===== config.mk =====
export PLATFORM = sky130hd
export DESIGN_NAME = shifter_pipe_flat
export DESIGN_NICKNAME = d
export VERILOG_FILES = /design/src/rtl/shifter_pipe_if.sv /design/src/rtl/shifter_pipe.sv /design/src/flat_wrapper.sv
export SDC_FILE = /design/constraint.sdc
export NUM_CORES = 1
export LEC_CHECK = 0
export CAP_MARGIN = 25
export CORE_MARGIN = 3
export CORE_UTILIZATION = 50
export DETAILED_ROUTE_END_ITERATION = 8
export PLACE_DENSITY = 0.82
export SYNTH_ARGS = -nofsm -noshare
export SYNTH_HDL_FRONTEND = slang
export SYNTH_SLANG_ARGS = --single-unit

===== constraint.sdc =====
create_clock -name CLK -period 18.71 [get_ports CLK]
set_input_delay 2.8065 -clock CLK [delete_from_list [all_inputs] [get_ports CLK]]
set_output_delay 2.8065 -clock CLK [all_outputs]
set_load 0.01 [all_outputs]

===== src/rtl/shifter_pipe_if.sv =====
// Handshake and data bundle for the pipelined barrel shifter.
// master drives words in and accepts results; slave is the shifter.
interface shifter_pipe_if #(
  parameter int WIDTH = 32
) ();
  localparam int AMT_W = $clog2(WIDTH);

  logic             IN_VALID;
  logic             IN_READY;
  logic [1:0]       SH_MODE;
  logic [AMT_W-1:0] SH_AMT;
  logic [WIDTH-1:0] D_IN;
  logic             OUT_VALID;
  logic             OUT_READY;
  logic [WIDTH-1:0] D_OUT;
  logic             ZERO;

  modport master (
    output IN_VALID, SH_MODE, SH_AMT, D_IN, OUT_READY,
    input  IN_READY, OUT_VALID, D_OUT, ZERO
  );

  modport slave (
    input  IN_VALID, SH_MODE, SH_AMT, D_IN, OUT_READY,
    output IN_READY, OUT_VALID, D_OUT, ZERO
  );
endinterface


===== src/rtl/shifter_pipe.sv =====
// Pipelined logarithmic barrel shifter: stage k shifts by 2^k when amount bit k is set.
// Global-stall flow control; results come straight from the last stage registers.
module shifter_pipe #(
  parameter int WIDTH = 32
) (
  input logic           CLK,
  input logic           RST,
  shifter_pipe_if.slave bus
);
  localparam int AMT_W = $clog2(WIDTH);

  logic advance;

  for (genvar gi = 0; gi < AMT_W; gi++) begin : g_stage
    localparam int SH = 1 << gi;
    // Each stage only carries the amount bits that later stages still need.
    localparam int RW = AMT_W - gi;

    logic             valid_in;
    logic [1:0]       mode_in;
    logic [RW-1:0]    amt_in;
    logic [WIDTH-1:0] data_in;
    logic [WIDTH-1:0] shifted;
    logic             valid_q, valid_d;
    logic [WIDTH-1:0] data_q, data_d;

    if (gi == 0) begin : g_src
      assign valid_in = bus.IN_VALID;
      assign mode_in  = bus.SH_MODE;
      assign amt_in   = bus.SH_AMT;
      assign data_in  = bus.D_IN;
    end else begin : g_src
      assign valid_in = g_stage[gi-1].valid_q;
      assign mode_in  = g_stage[gi-1].g_fwd.mode_q;
      assign amt_in   = g_stage[gi-1].g_fwd.amt_q;
      assign data_in  = g_stage[gi-1].data_q;
    end

    always_comb begin
      shifted = data_in;
      if (amt_in[0]) begin
        case (mode_in)
          2'b00:   shifted = {data_in[WIDTH-1-SH:0], {SH{1'b0}}};
          2'b01:   shifted = {{SH{1'b0}}, data_in[WIDTH-1:SH]};
          2'b10:   shifted = {{SH{data_in[WIDTH-1]}}, data_in[WIDTH-1:SH]};
          default: shifted = {data_in[SH-1:0], data_in[WIDTH-1:SH]};
        endcase
      end
    end

    always_comb begin
      valid_d = valid_q;
      data_d  = data_q;
      if (advance) begin
        valid_d = valid_in;
        data_d  = shifted;
      end
    end

    always_ff @(posedge CLK or posedge RST) begin
      if (RST) begin
        valid_q <= 1'b0;
        data_q  <= '0;
      end else begin
        valid_q <= valid_d;
        data_q  <= data_d;
      end
    end

    if (gi < AMT_W - 1) begin : g_fwd
      logic [1:0]    mode_q, mode_d;
      logic [RW-2:0] amt_q, amt_d;

      always_comb begin
        mode_d = mode_q;
        amt_d  = amt_q;
        if (advance) begin
          mode_d = mode_in;
          amt_d  = amt_in[RW-1:1];
        end
      end

      always_ff @(posedge CLK or posedge RST) begin
        if (RST) begin
          mode_q <= '0;
          amt_q  <= '0;
        end else begin
          mode_q <= mode_d;
          amt_q  <= amt_d;
        end
      end
    end
  end

  // Bubbles are held along with valid words; the pipe only moves as a whole.
  assign advance       = !g_stage[AMT_W-1].valid_q || bus.OUT_READY;
  assign bus.IN_READY  = advance;
  assign bus.OUT_VALID = g_stage[AMT_W-1].valid_q;
  assign bus.D_OUT     = g_stage[AMT_W-1].data_q;
  assign bus.ZERO      = (g_stage[AMT_W-1].data_q == '0);
endmodule


===== src/flat_wrapper.sv =====
// flat-port wrapper written by rule: the top's interface ports become plain ports
module shifter_pipe_flat 
#(
  parameter int WIDTH = 32
)
  (CLK, RST, bus_IN_VALID, bus_SH_MODE, bus_SH_AMT, bus_D_IN, bus_OUT_READY, bus_IN_READY, bus_OUT_VALID, bus_D_OUT, bus_ZERO);
  shifter_pipe_if #(.WIDTH(WIDTH)) bus_i ();
  input logic CLK;
  input logic RST;
  input wire logic [$bits(bus_i.IN_VALID)-1:0] bus_IN_VALID;
  input wire logic [$bits(bus_i.SH_MODE)-1:0] bus_SH_MODE;
  input wire logic [$bits(bus_i.SH_AMT)-1:0] bus_SH_AMT;
  input wire logic [$bits(bus_i.D_IN)-1:0] bus_D_IN;
  input wire logic [$bits(bus_i.OUT_READY)-1:0] bus_OUT_READY;
  output wire logic [$bits(bus_i.IN_READY)-1:0] bus_IN_READY;
  output wire logic [$bits(bus_i.OUT_VALID)-1:0] bus_OUT_VALID;
  output wire logic [$bits(bus_i.D_OUT)-1:0] bus_D_OUT;
  output wire logic [$bits(bus_i.ZERO)-1:0] bus_ZERO;
  assign bus_i.IN_VALID = bus_IN_VALID;
  assign bus_i.SH_MODE = bus_SH_MODE;
  assign bus_i.SH_AMT = bus_SH_AMT;
  assign bus_i.D_IN = bus_D_IN;
  assign bus_i.OUT_READY = bus_OUT_READY;
  assign bus_IN_READY = bus_i.IN_READY;
  assign bus_OUT_VALID = bus_i.OUT_VALID;
  assign bus_D_OUT = bus_i.D_OUT;
  assign bus_ZERO = bus_i.ZERO;
  shifter_pipe #(.WIDTH(WIDTH)) u_core (.CLK(CLK), .RST(RST), .bus(bus_i));
endmodule

==> flow_metrics.env <==
export IMPL_status="complete, no violations"
export IMPL_crit_required_ns=15.90
export IMPL_htreeDepth=4
export IMPL_finalSetupTns_ns=0
export IMPL_cts_hold_buf=0
export IMPL_dp_hpwl_um=14940
export IMPL_area_growth_pct=13.18
export IMPL_wl_per_cell_um=16.19
export IMPL_utilization_pct=58.77
export IMPL_drt_iter0_markers=840
export IMPL_synth_nets=1174
export IMPL_period_share_pct=42.05
export IMPL_ir_worst_vdd_mv=0.08410
export IMPL_die_x_um=144.0
export IMPL_gp_congestion=0.8555
export IMPL_slew_violations=0
export IMPL_die_area_um2=20730
export IMPL_drc=0
export IMPL_start_kind="primary input"
export IMPL_initial_core_util_pct=51.92
export IMPL_cp_max_fo=203
export IMPL_max_freq_ghz=0.1271
export IMPL_cts_tree="yes"
export IMPL_rows=49
export IMPL_numCtsBuffers=17
export IMPL_cts_reportedPaths_clkPinSlew_ns=0.06
export IMPL_fin_skew_ns=0.007250
export IMPL_cp_slowest_cell="clkdlybuf4s50_1"
export IMPL_clockBufferDepth=2
export IMPL_ant_nets=0
export IMPL_cts_sinks=183
export IMPL_worst_hold_path_type="register to register"
export IMPL_viasPerCell=6.031
export IMPL_worstMarginPinSlew_ns=0.9574
export IMPL_io_buffers=77
export IMPL_dpl_cell_area_um2=10130
export IMPL_layout_min_cycle_time_ns=7.867
export IMPL_hold_violations=0
export IMPL_path_cells="clkdlybuf4s50_1, nor2b_4, buf_12, inv_4, clkdlybuf4s50_1"
export IMPL_endpoint_kind="output port"
export IMPL_power_leakage_nw=4.990
export IMPL_fin_nets=1184
export IMPL_ys_ff_latch=183
export IMPL_slowest_delay_ns=0.60
export IMPL_design_area_um2=10770
export IMPL_ctsResizeCount=0
export IMPL_rsz0062_at_grt="false"
export IMPL_grt_usage_pct=22.20
export IMPL_cap_violations=0
export IMPL_coreArea_um2=18330
export IMPL_antenna_cells=0
export IMPL_yosysWarnings=0
export IMPL_startpoint="bus_OUT_READY"
export IMPL_drive_gt1_share_pct=4.601
export IMPL_synth_cells=1131
export IMPL_ys_seq_area_share_pct=48.11
export IMPL_yosysUniqueCellTypes=37
export IMPL_cts_setup_buffers=0
export IMPL_cp_arrival_ns=5.06
export IMPL_cpMostUsedCell="clkdlybuf4s50_1"
export IMPL_gr_total_overflow=0
export IMPL_worstReg2RegStart="u_core.bus.OUT_VALID"
export IMPL_antenna_found_initial=0
export IMPL_ios=78
export IMPL_max_slew_margin_rel_pct=36.17
export IMPL_syn_area_um2=9518
export IMPL_grt_pass1_wl_um=37230
export IMPL_cp_num_buf_inv=4
export IMPL_grt_max_degree=204
export IMPL_grt_pass1_vias=7389
export IMPL_fillers=1599
export IMPL_syn_area_per_cell_um2=8.415
export IMPL_clock_root_buffer="clkbuf_16"
export IMPL_vias=8329
export IMPL_min_from="u_core.g_stage[2].valid_q"
export IMPL_cpLargestDelayFamily="buffers and inverters"
export IMPL_wl_um=22360
export IMPL_clock_latency_ns=0.44
export IMPL_die_y_um=144.0
export IMPL_setup_viol=0
export IMPL_p_per_area_nw_per_um2=180.2
export IMPL_drtPass1Iterations=7
export IMPL_worstSetupPathType="primary input to output port"
-- metrics by stage --
stage                     hold WS, ns  setup slack (ns)  std cells  total power (W)
after floorplan                0.4300             10.93       1131         0.001338
after global placement         0.4403             10.86       1346         0.001535
after detailed placement       0.4556             10.84       1347         0.001576
after CTS                      0.4698             10.83       1377         0.001932
after global routing           0.5006             10.69       1381         0.002091
final                          0.4696             10.84       1381         0.001942
-- path summary, 6_finish.rpt --
check,to,slack (ns),depth (start not counted)
min,u_core.g_stage[2].valid_q,0.47,2
min in group asynchronous,u_core.bus.D_OUT[13],2.79,2
max reg2reg,u_core.g_stage[2].data_q[5],15.90,7
min reg2reg,u_core.g_stage[2].valid_q,0.47,2
max in group asynchronous,u_core.g_stage[2].data_q[26],14.32,5
max,bus_IN_READY,10.84,5
-- flip-flops by register name (all words and copies together), names as in the netlist --
signal	cells
u_core.bus.D_OUT	32
u_core.bus.OUT_VALID	1
u_core.g_stage.data_q	128
u_core.g_stage.g_fwd.amt_q	10
u_core.g_stage.g_fwd.mode_q	8
u_core.g_stage.valid_q	4
-- power breakdown --
part           switching (W)  internal, W  total [W]
Combinational       0.000446     0.000354   0.000800
Sequential          0.000206     0.000584   0.000790
Clock               0.000149     0.000203   0.000352
-- cell usage in the layout (no fill, tap or decap), drive strengths merged --
cell           Yosys  routed
nand2            303     303
dfrtp            183     183
o21ai            174     174
a31oi            105     105
a21o             101     101
clkdlybuf4s50      0      77
nor2              39      39
a21oi             35      35
clkbuf            34      19
a221oi            16      16
buf               67      15
nand2b            10      10
a211oi             9       9
nor2b              9       9
and3               8       8
nor4               8       8
clkinv             1       8
inv                4       6
mux2i              4       4
nand3              4       4
o211ai             4       4
or2                4       4
mux2               2       2
a22oi              2       2
nand4              2       2
bufinv             0       2
o22ai              1       1
and2               1       1
xnor2              1       1
-- Yosys cell counts --
master / count / area (um^2)
nand2_1: 303 / 1137
dfrtp_1: 183 / 4579
o21ai_0: 147 / 735.7
a31oi_1: 105 / 656.9
a21o_1: 101 / 758.2
buf_2: 41 / 205.2
nor2_1: 38 / 142.6
a21oi_1: 35 / 175.2
clkbuf_1: 32 / 120.1
o21ai_1: 27 / 135.1
a221oi_1: 16 / 140.1
buf_6: 11 / 123.9
nand2b_1: 10 / 62.56
a211oi_1: 9 / 67.56
nor2b_1: 9 / 56.30
and3_1: 8 / 50.05
buf_4: 8 / 60.06
nor4_1: 8 / 50.05
buf_1: 6 / 22.52
mux2i_1: 4 / 40.04
nand3_1: 4 / 20.02
o211ai_1: 4 / 30.03
or2_1: 3 / 18.77
a22oi_1: 2 / 15.01
clkbuf_2: 2 / 10.01
inv_1: 2 / 7.510
mux2_2: 2 / 22.52
nand4_1: 2 / 12.51
and2_1: 1 / 6.260
buf_8: 1 / 15.01
clkinv_1: 1 / 3.750
inv_2: 1 / 3.750
inv_4: 1 / 6.260
nor2_2: 1 / 6.260
o22ai_1: 1 / 6.260
or2_2: 1 / 6.260
xnor2_1: 1 / 8.760
-- worst min-delay path: stages (launching register included) --
cell,delay (ns)
dfrtp_1,0.34
nand2_1,0.05
nand2_1,0.05
-- metal layers --
metal  track usage, %  share of wire, %  vias up  wire length (um)
li1                 -                 -     4000                 -
met1            30.85                44     3960              9817
met2            35.23                48      326             10650
met3            3.571               5.8       43              1288
met4            8.474               2.7        0               604
met5                0                 0        -                 0
-- layout make-up --
class | count | area, um^2 | share of cell area, %
clock buffer | 19 | 452.9 | 4.204
clock inverter | 11 | 123.9 | 1.150
inverter | 5 | 26.28 | 0.2439
multi-input combinational | 842 | 4368 | 40.55
sequential | 183 | 4579 | 42.51
tap | 229 | 286.5 | 2.660
timing repair buffer | 92 | 935.9 | 8.688
-- cell families after synthesis --
family	share of synthesized area (%)
AO/OA/AOI/OAI	28.58
XOR/XNOR	0.09204
buffers and inverters	6.073
flip-flops	48.11
multiplexers	0.6573
AND/OR/NAND/NOR	16.48
(Power assumes the default switching activity.)
==> RTL change 1: new RTL, same settings <==
`WIDTH` is set to 32 in 3 places; all go to 16.
--- a/src/rtl/shifter_pipe_if.sv
+++ b/src/rtl/shifter_pipe_if.sv
@@ -2,5 +2,5 @@
 // master drives words in and accepts results; slave is the shifter.
 interface shifter_pipe_if #(
-  parameter int WIDTH = 32
+  parameter int WIDTH = 16
 ) ();
   localparam int AMT_W = $clog2(WIDTH);
--- a/src/rtl/shifter_pipe.sv
+++ b/src/rtl/shifter_pipe.sv
@@ -2,5 +2,5 @@
 // Global-stall flow control; results come straight from the last stage registers.
 module shifter_pipe #(
-  parameter int WIDTH = 32
+  parameter int WIDTH = 16
 ) (
   input logic           CLK,
--- a/src/flat_wrapper.sv
+++ b/src/flat_wrapper.sv
@@ -2,5 +2,5 @@
 module shifter_pipe_flat 
 #(
-  parameter int WIDTH = 32
+  parameter int WIDTH = 16
 )
   (CLK, RST, bus_IN_VALID, bus_SH_MODE, bus_SH_AMT, bus_D_IN, bus_OUT_READY, bus_IN_READY, bus_OUT_VALID, bus_D_OUT, bus_ZERO);
Ports: changed (resized bus_D_IN, bus_D_OUT and bus_SH_AMT); port bits go from 78 to 45. The function was not compared with the original's and may differ.
==> RTL change 1 against the original RTL <==
Non-clock buffer count fell by 45; wire length fell by 62%; synthesized area fell by 57%; setup slack got worse by 190 ps; power fell by 61%; sequential cell count fell by 103; combinational power fell by 64%; design area fell by 57%.
==> RTL change 1: results (changes against the original RTL) <==
Pwr
  • Comb group: 288 uW (was 800 uW)
  • Comb pwr share: 38.5% (was 41.2%)
  • Top power group: sequential cells (was combinational cells)
  • Sequential share of power: 45.8% (was 40.7%)
  • Leak: 2.13 nW (was 4.99 nW)
  • Sw frac: 40.7% (was 41.3%)
  • Maximum VDD drop: 0.0655 mV (was 0.0841 mV)

Cells and area
  • Flip-flop count of the largest register after layout: 48 (was 128)
  • Reg with most FFs: u_core.g_stage.data_q (unchanged)
  • Final net count: 526 (was 1184)
  • Final std cells w/o fill: 607 (was 1381)
  • Layout cell share with drive strength beyond 1: 4.55% (was 4.60%)

Clock network
  • CTS resizes: 0 (unchanged)
  • TritonCTS buffer count: 9 (was 17)
  • Clock latency on the worst-skew pair: 350 ps (was 440 ps)
  • H-tree depth: 3 (was 4)
  • Clock slew seen by the registers of the worst setup and hold paths: 80 ps (was 60 ps)
  • CTS Root Cell: clkbuf_8 (was clkbuf_16)

Logic synthesis
  • Mux share of post-synthesis cell area: 1.46% (was 0.657%)
  • Syn avg cell area: 8.56 sq um (was 8.42 sq um)
  • Area contributors post-synth: dfrtp_1, nand2_1, o21ai_0 (was dfrtp_1, nand2_1, a21o_1)
  • Number of flops mapped to enable cells by yosys: 0 (unchanged)
  • Compound-gate portion of the synthesized area: 25.5% (was 28.6%)
  • Post-Synth XOR/XNOR Area: 0.213% (was 0.0920%)
  • Mapped Nets: 506 (was 1174)
  • Commonest cells in the synthesized netlist: nand2_1, dfrtp_1, o21ai_0 (unchanged)
  • Distinct cells, synth: 30 (was 37)
  • Seq/Total Area, Yosys: 48.8% (was 48.1%)

Placed design
  • DP Cell Count: 590 (was 1347)
  • IO buf count: 44 (was 77)
  • Routability Congestion: 0.875 (was 0.856)
  • DP HPWL: 5.90 mm (was 14.9 mm)
  • Pre-CTS setup slack: 10610 ps (was 10840 ps)
  • DP Area: 4450 sq um (was 10100 sq um)

GRT
  • Met1 Use GR: 22.0% (was 30.8%)
  • Initial antenna violation count: 0 (unchanged)
  • GR Util met3: 2.74% (was 3.57%)
  • Total Routing Usage GR: 18.2% (was 22.2%)
  • Grt met2 use: 32.0% (was 35.2%)
  • Pin count of the biggest net entering global routing: 96 (was 204)
  • Vias in the first global route: 3184 (was 7389)
  • First-pass GRT wire length: 14.5 mm (was 37.2 mm)

STA
  • Final period util: 43.1% (was 42.0%)
  • Relative slew margins: 38.8% (was 36.2%)
  • Final Skew: 9.46 ps (was 7.25 ps)

Worst setup path
  • Critical Path Fanout Max: 95 (was 203)
  • Critical Path Slowest Stage Cell: buf_4 (was clkdlybuf4s50_1)
  • CP Data Arrival Time: 5250 ps (was 5060 ps)
  • Crit path largest cell delay: 650 ps (was 600 ps)

Route
  • Drt first pass iters: 4 (was 7)
  • Routed WL: 8.40 mm (was 22.4 mm)
  • WL met2: 4.25 mm (was 10.7 mm)
  • Met3 WL post-DR: 384 um (was 1.29 mm)
  • Met1 WL: 3.54 mm (was 9.82 mm)
  • Drt via density: 5.76 (was 6.03)
  • Drt first-iter violations: 230 (was 840)

Run status
  • Status: completed (unchanged)
[RTL change 1: worst reg2reg max path, cell delays in order, from the launching register on]
cell and delay [ps]:
dfrtp_1 350, nor2b_4 130, buf_4 650, inv_2 600, o21ai_0 280, a31oi_1 70, a21o_1 200
[RTL change 1: area by class of cell]
type	count	area (sq um)
inverters	4	15.0
repair buffers	47	483
fillers	740	3180
clock buffers	11	151
multi-input cells	358	1850
clock inverters	5	38.8
flip-flops and latches	80	2000
well taps	102	128
[RTL change 1: path summary, 6_finish.rpt]
path,start,to,slack (ps),cells after the start
min,u_core.g_stage[2].valid_q,u_core.g_stage[2].valid_q,460,2
max in group asynchronous,RST,u_core.g_stage[1].data_q[4],15490,4
min in group asynchronous,RST,u_core.bus.D_OUT[3],2930,4
max reg2reg,u_core.bus.OUT_VALID,u_core.g_stage[2].data_q[4],16310,6
min reg2reg,u_core.g_stage[2].valid_q,u_core.g_stage[2].valid_q,460,2
max,bus_OUT_READY,bus_IN_READY,10650,5
==> RTL change 2: new RTL, config.mk and constraints unchanged <==
Without the edit above. Reset style: synchronous (`RST`), changed in 2 clocked blocks.
--- a/src/rtl/shifter_pipe.sv
+++ b/src/rtl/shifter_pipe.sv
@@ -58,5 +58,5 @@
     end
 
-    always_ff @(posedge CLK or posedge RST) begin
+    always_ff @(posedge CLK) begin
       if (RST) begin
         valid_q <= 1'b0;
@@ -81,5 +81,5 @@
       end
 
-      always_ff @(posedge CLK or posedge RST) begin
+      always_ff @(posedge CLK) begin
         if (RST) begin
           mode_q <= '0;
Behaviour: not the same (Yosys sat finds a counterexample within 10 cycles, from zero or initial values and one cycle with RST high; the reset may be asserted at any time).
==> RTL change 2 against the original RTL <==
Wire length is 10% higher; synthesized area is 5.0% higher; hold slack worse by 17 ps; design area is 3.6% higher; sequential cell count stayed put; setup slack better by 750 ps; critical path depth is 1 lower.
Power is not compared: it rests on default switching activity, and its combinational part moved more than twofold at a synthesized area within 25%.
==> RTL change 2: results (changes against the original RTL) <==
Run status
  • Status: completed (unchanged)

Logic synthesis
  • Compound-gate portion of the synthesized area: 30.0% (was 28.6%)
  • Mapped Nets: 1321 (was 1174)
  • Ys Warns: 0 (unchanged)
  • Asr flop ratio synth: 0% (was 100%)
  • Post-Synth XOR/XNOR Area: 0.163% (was 0.0920%)
  • Syn avg cell area: 7.82 sq um (was 8.42 sq um)
  • Most used flip-flop cell after synthesis: dfxtp_1 (was dfrtp_1)
  • Adder-cell share of the synthesized area: 0% (unchanged)
  • Seq/Total Area, Yosys: 36.7% (was 48.1%)
  • Distinct cells, synth: 39 (was 37)
  • Commonest cells in the synthesized netlist: dfxtp_1, nand2_1, nor2_1 (was nand2_1, dfrtp_1, o21ai_0)
  • Mux share of post-synthesis cell area: 1.23% (was 0.657%)
  • Area contributors post-synth: dfxtp_1, a311o_1, or3b_1 (was dfrtp_1, nand2_1, a21o_1)

Clock network
  • Clock slew seen by the registers of the worst setup and hold paths: 70 ps
  • H-tree depth: 4 (unchanged)
  • TritonCTS buffer count: 17 (unchanged)
  • Clock latency on the worst-skew pair: 430 ps
  • Clock Tree Buf Depth: 2 (unchanged)
  • CTS resizes: 0 (unchanged)
  • CTS Root Cell: clkbuf_16 (unchanged)
  • Post-CTS Repair Setup Buffers: 0 (unchanged)

GRT
  • Total Routing Usage GR: 21.8% (was 22.2%)
  • First-pass GRT wire length: 40.0 mm (was 37.2 mm)
  • Met1 Use GR: 31.5% (was 30.8%)
  • Pin count of the biggest net entering global routing: 252 (was 204)
  • Vias in the first global route: 7968 (was 7389)
  • Initial antenna violation count: 0 (unchanged)
  • GR Util met3: 3.30% (was 3.57%)
  • Grt met2 use: 33.8% (was 35.2%)

Cells and area
  • Layout cell share with drive strength beyond 1: 5.67% (was 4.60%)
  • Fillcell total: 1801 (was 1599)
  • Reg with most FFs: u_core.g_stage.data_q (unchanged)
  • Flip-flop count of the largest register after layout: 128 (unchanged)
  • Diodes inserted: 0 (unchanged)

Placed design
  • DP Cell Count: 1485 (was 1347)
  • DP HPWL: 15.4 mm (was 14.9 mm)
  • Routability Congestion: 0.786 (was 0.856)
  • IO buf count: 77 (unchanged)

Route
  • Routed WL per cell: 16.3 um (was 16.2 um)
  • Detailed-route DRC error count: 0 (unchanged)
  • Drt first pass iters: 6 (was 7)
  • Routed WL: 24.7 mm (was 22.4 mm)
  • Drt via density: 6.25 (was 6.03)
  • Drt first-iter violations: 967 (was 840)

STA
  • Setup_tns: 0 ps (unchanged)
  • Tightest Pin Transition: 1050 ps (was 957 ps)
  • Final Skew: 11.6 ps (was 7.25 ps)
  • Final Setup Violations: 0 (unchanged)

Worst setup path
  • CP Data Arrival Time: 4310 ps (was 5060 ps)
  • Critical Path Fanout Max: 22 (was 203)

Pwr
  • Leak: 3.57 nW
  • Maximum VDD drop: 0.0558 mV

Hold path
  • Hold Crit Class: reg -> reg (unchanged)
==> RTL change 2: layer usage <==
metal	routed length, um	up-vias	part of all wire [%]
met1	11300	4475	46
met4	635	0	2.6
met2	11600	314	47
met5	0	-	0
li1	-	4646	-
met3	1220	49	4.9
==> RTL change 2: worst paths after layout <==
path | startpoint | end | slack, ps | depth (start not counted)
setup / recovery | bus_OUT_READY | bus_IN_READY | 11590 | 4
hold / removal | u_core.g_stage[2].g_fwd.mode_q[0] | u_core.g_stage[2].g_fwd.mode_q[0] | 450 | 2
setup reg to reg | u_core.g_stage[3].g_fwd.amt_q | u_core.bus.D_OUT[7] | 16520 | 3
hold reg to reg | u_core.g_stage[2].g_fwd.mode_q[0] | u_core.g_stage[2].g_fwd.mode_q[0] | 450 | 2
==> RTL change 2: layout make-up <==
class | instances | area (sq um) | share of cell area, %
sequential | 183 | 3660 | 32.8
clock inverter | 10 | 116 | 1.04
multi-input combinational | 941 | 5660 | 50.7
inverter | 6 | 23.8 | 0.213
tap | 265 | 332 | 2.97
timing repair buffer | 91 | 893 | 8.00
clock buffer | 21 | 470 | 4.21
==> RTL change 2: cell families (layout without fill, tap and decap cells) <==
logic type | after synthesis | after routing
buffers and inverters | 154 | 128
multiplexers | 11 | 11
flip-flops | 183 | 183
XOR/XNOR | 1 | 1
AND/OR/NAND/NOR | 490 | 490
AO/OA/AOI/OAI | 439 | 439
==> RTL change 2: report_power, final <==
| group | switching, mW | internal (mW) | total, mW | leakage [nW] |
|---|---|---|---|---|
| Sequential | 0.0232 | 0.412 | 0.435 | 1.50 |
| Clock | 0.158 | 0.197 | 0.355 | 0.286 |
| Combinational | 0.0612 | 0.0606 | 0.122 | 1.78 |
| Total | 0.242 | 0.670 | 0.912 | 3.57 |
==> RTL change 2: critical path, stage by stage <==
cell and delay [ps]:
clkdlybuf4s50_1 440, nor2b_4 160, clkinv_2 310, clkdlybuf4s50_1 590
==> RTL change 2: per-stage QoR <==
step	power (mW)	area (sq um)	hold WS (ps)	setup WS, ps	utilization, %
3_5_place_dp	0.563	10600	444	11600	54.1
2_1_floorplan	0.525	9990	432	12350	-
3_3_place_gp	0.559	10600	438	11600	54.1
6_report	0.912	11200	453	11590	57.2
4_1_cts	0.914	11100	455	11590	57.1
5_1_grt	0.947	11200	467	11530	57.2
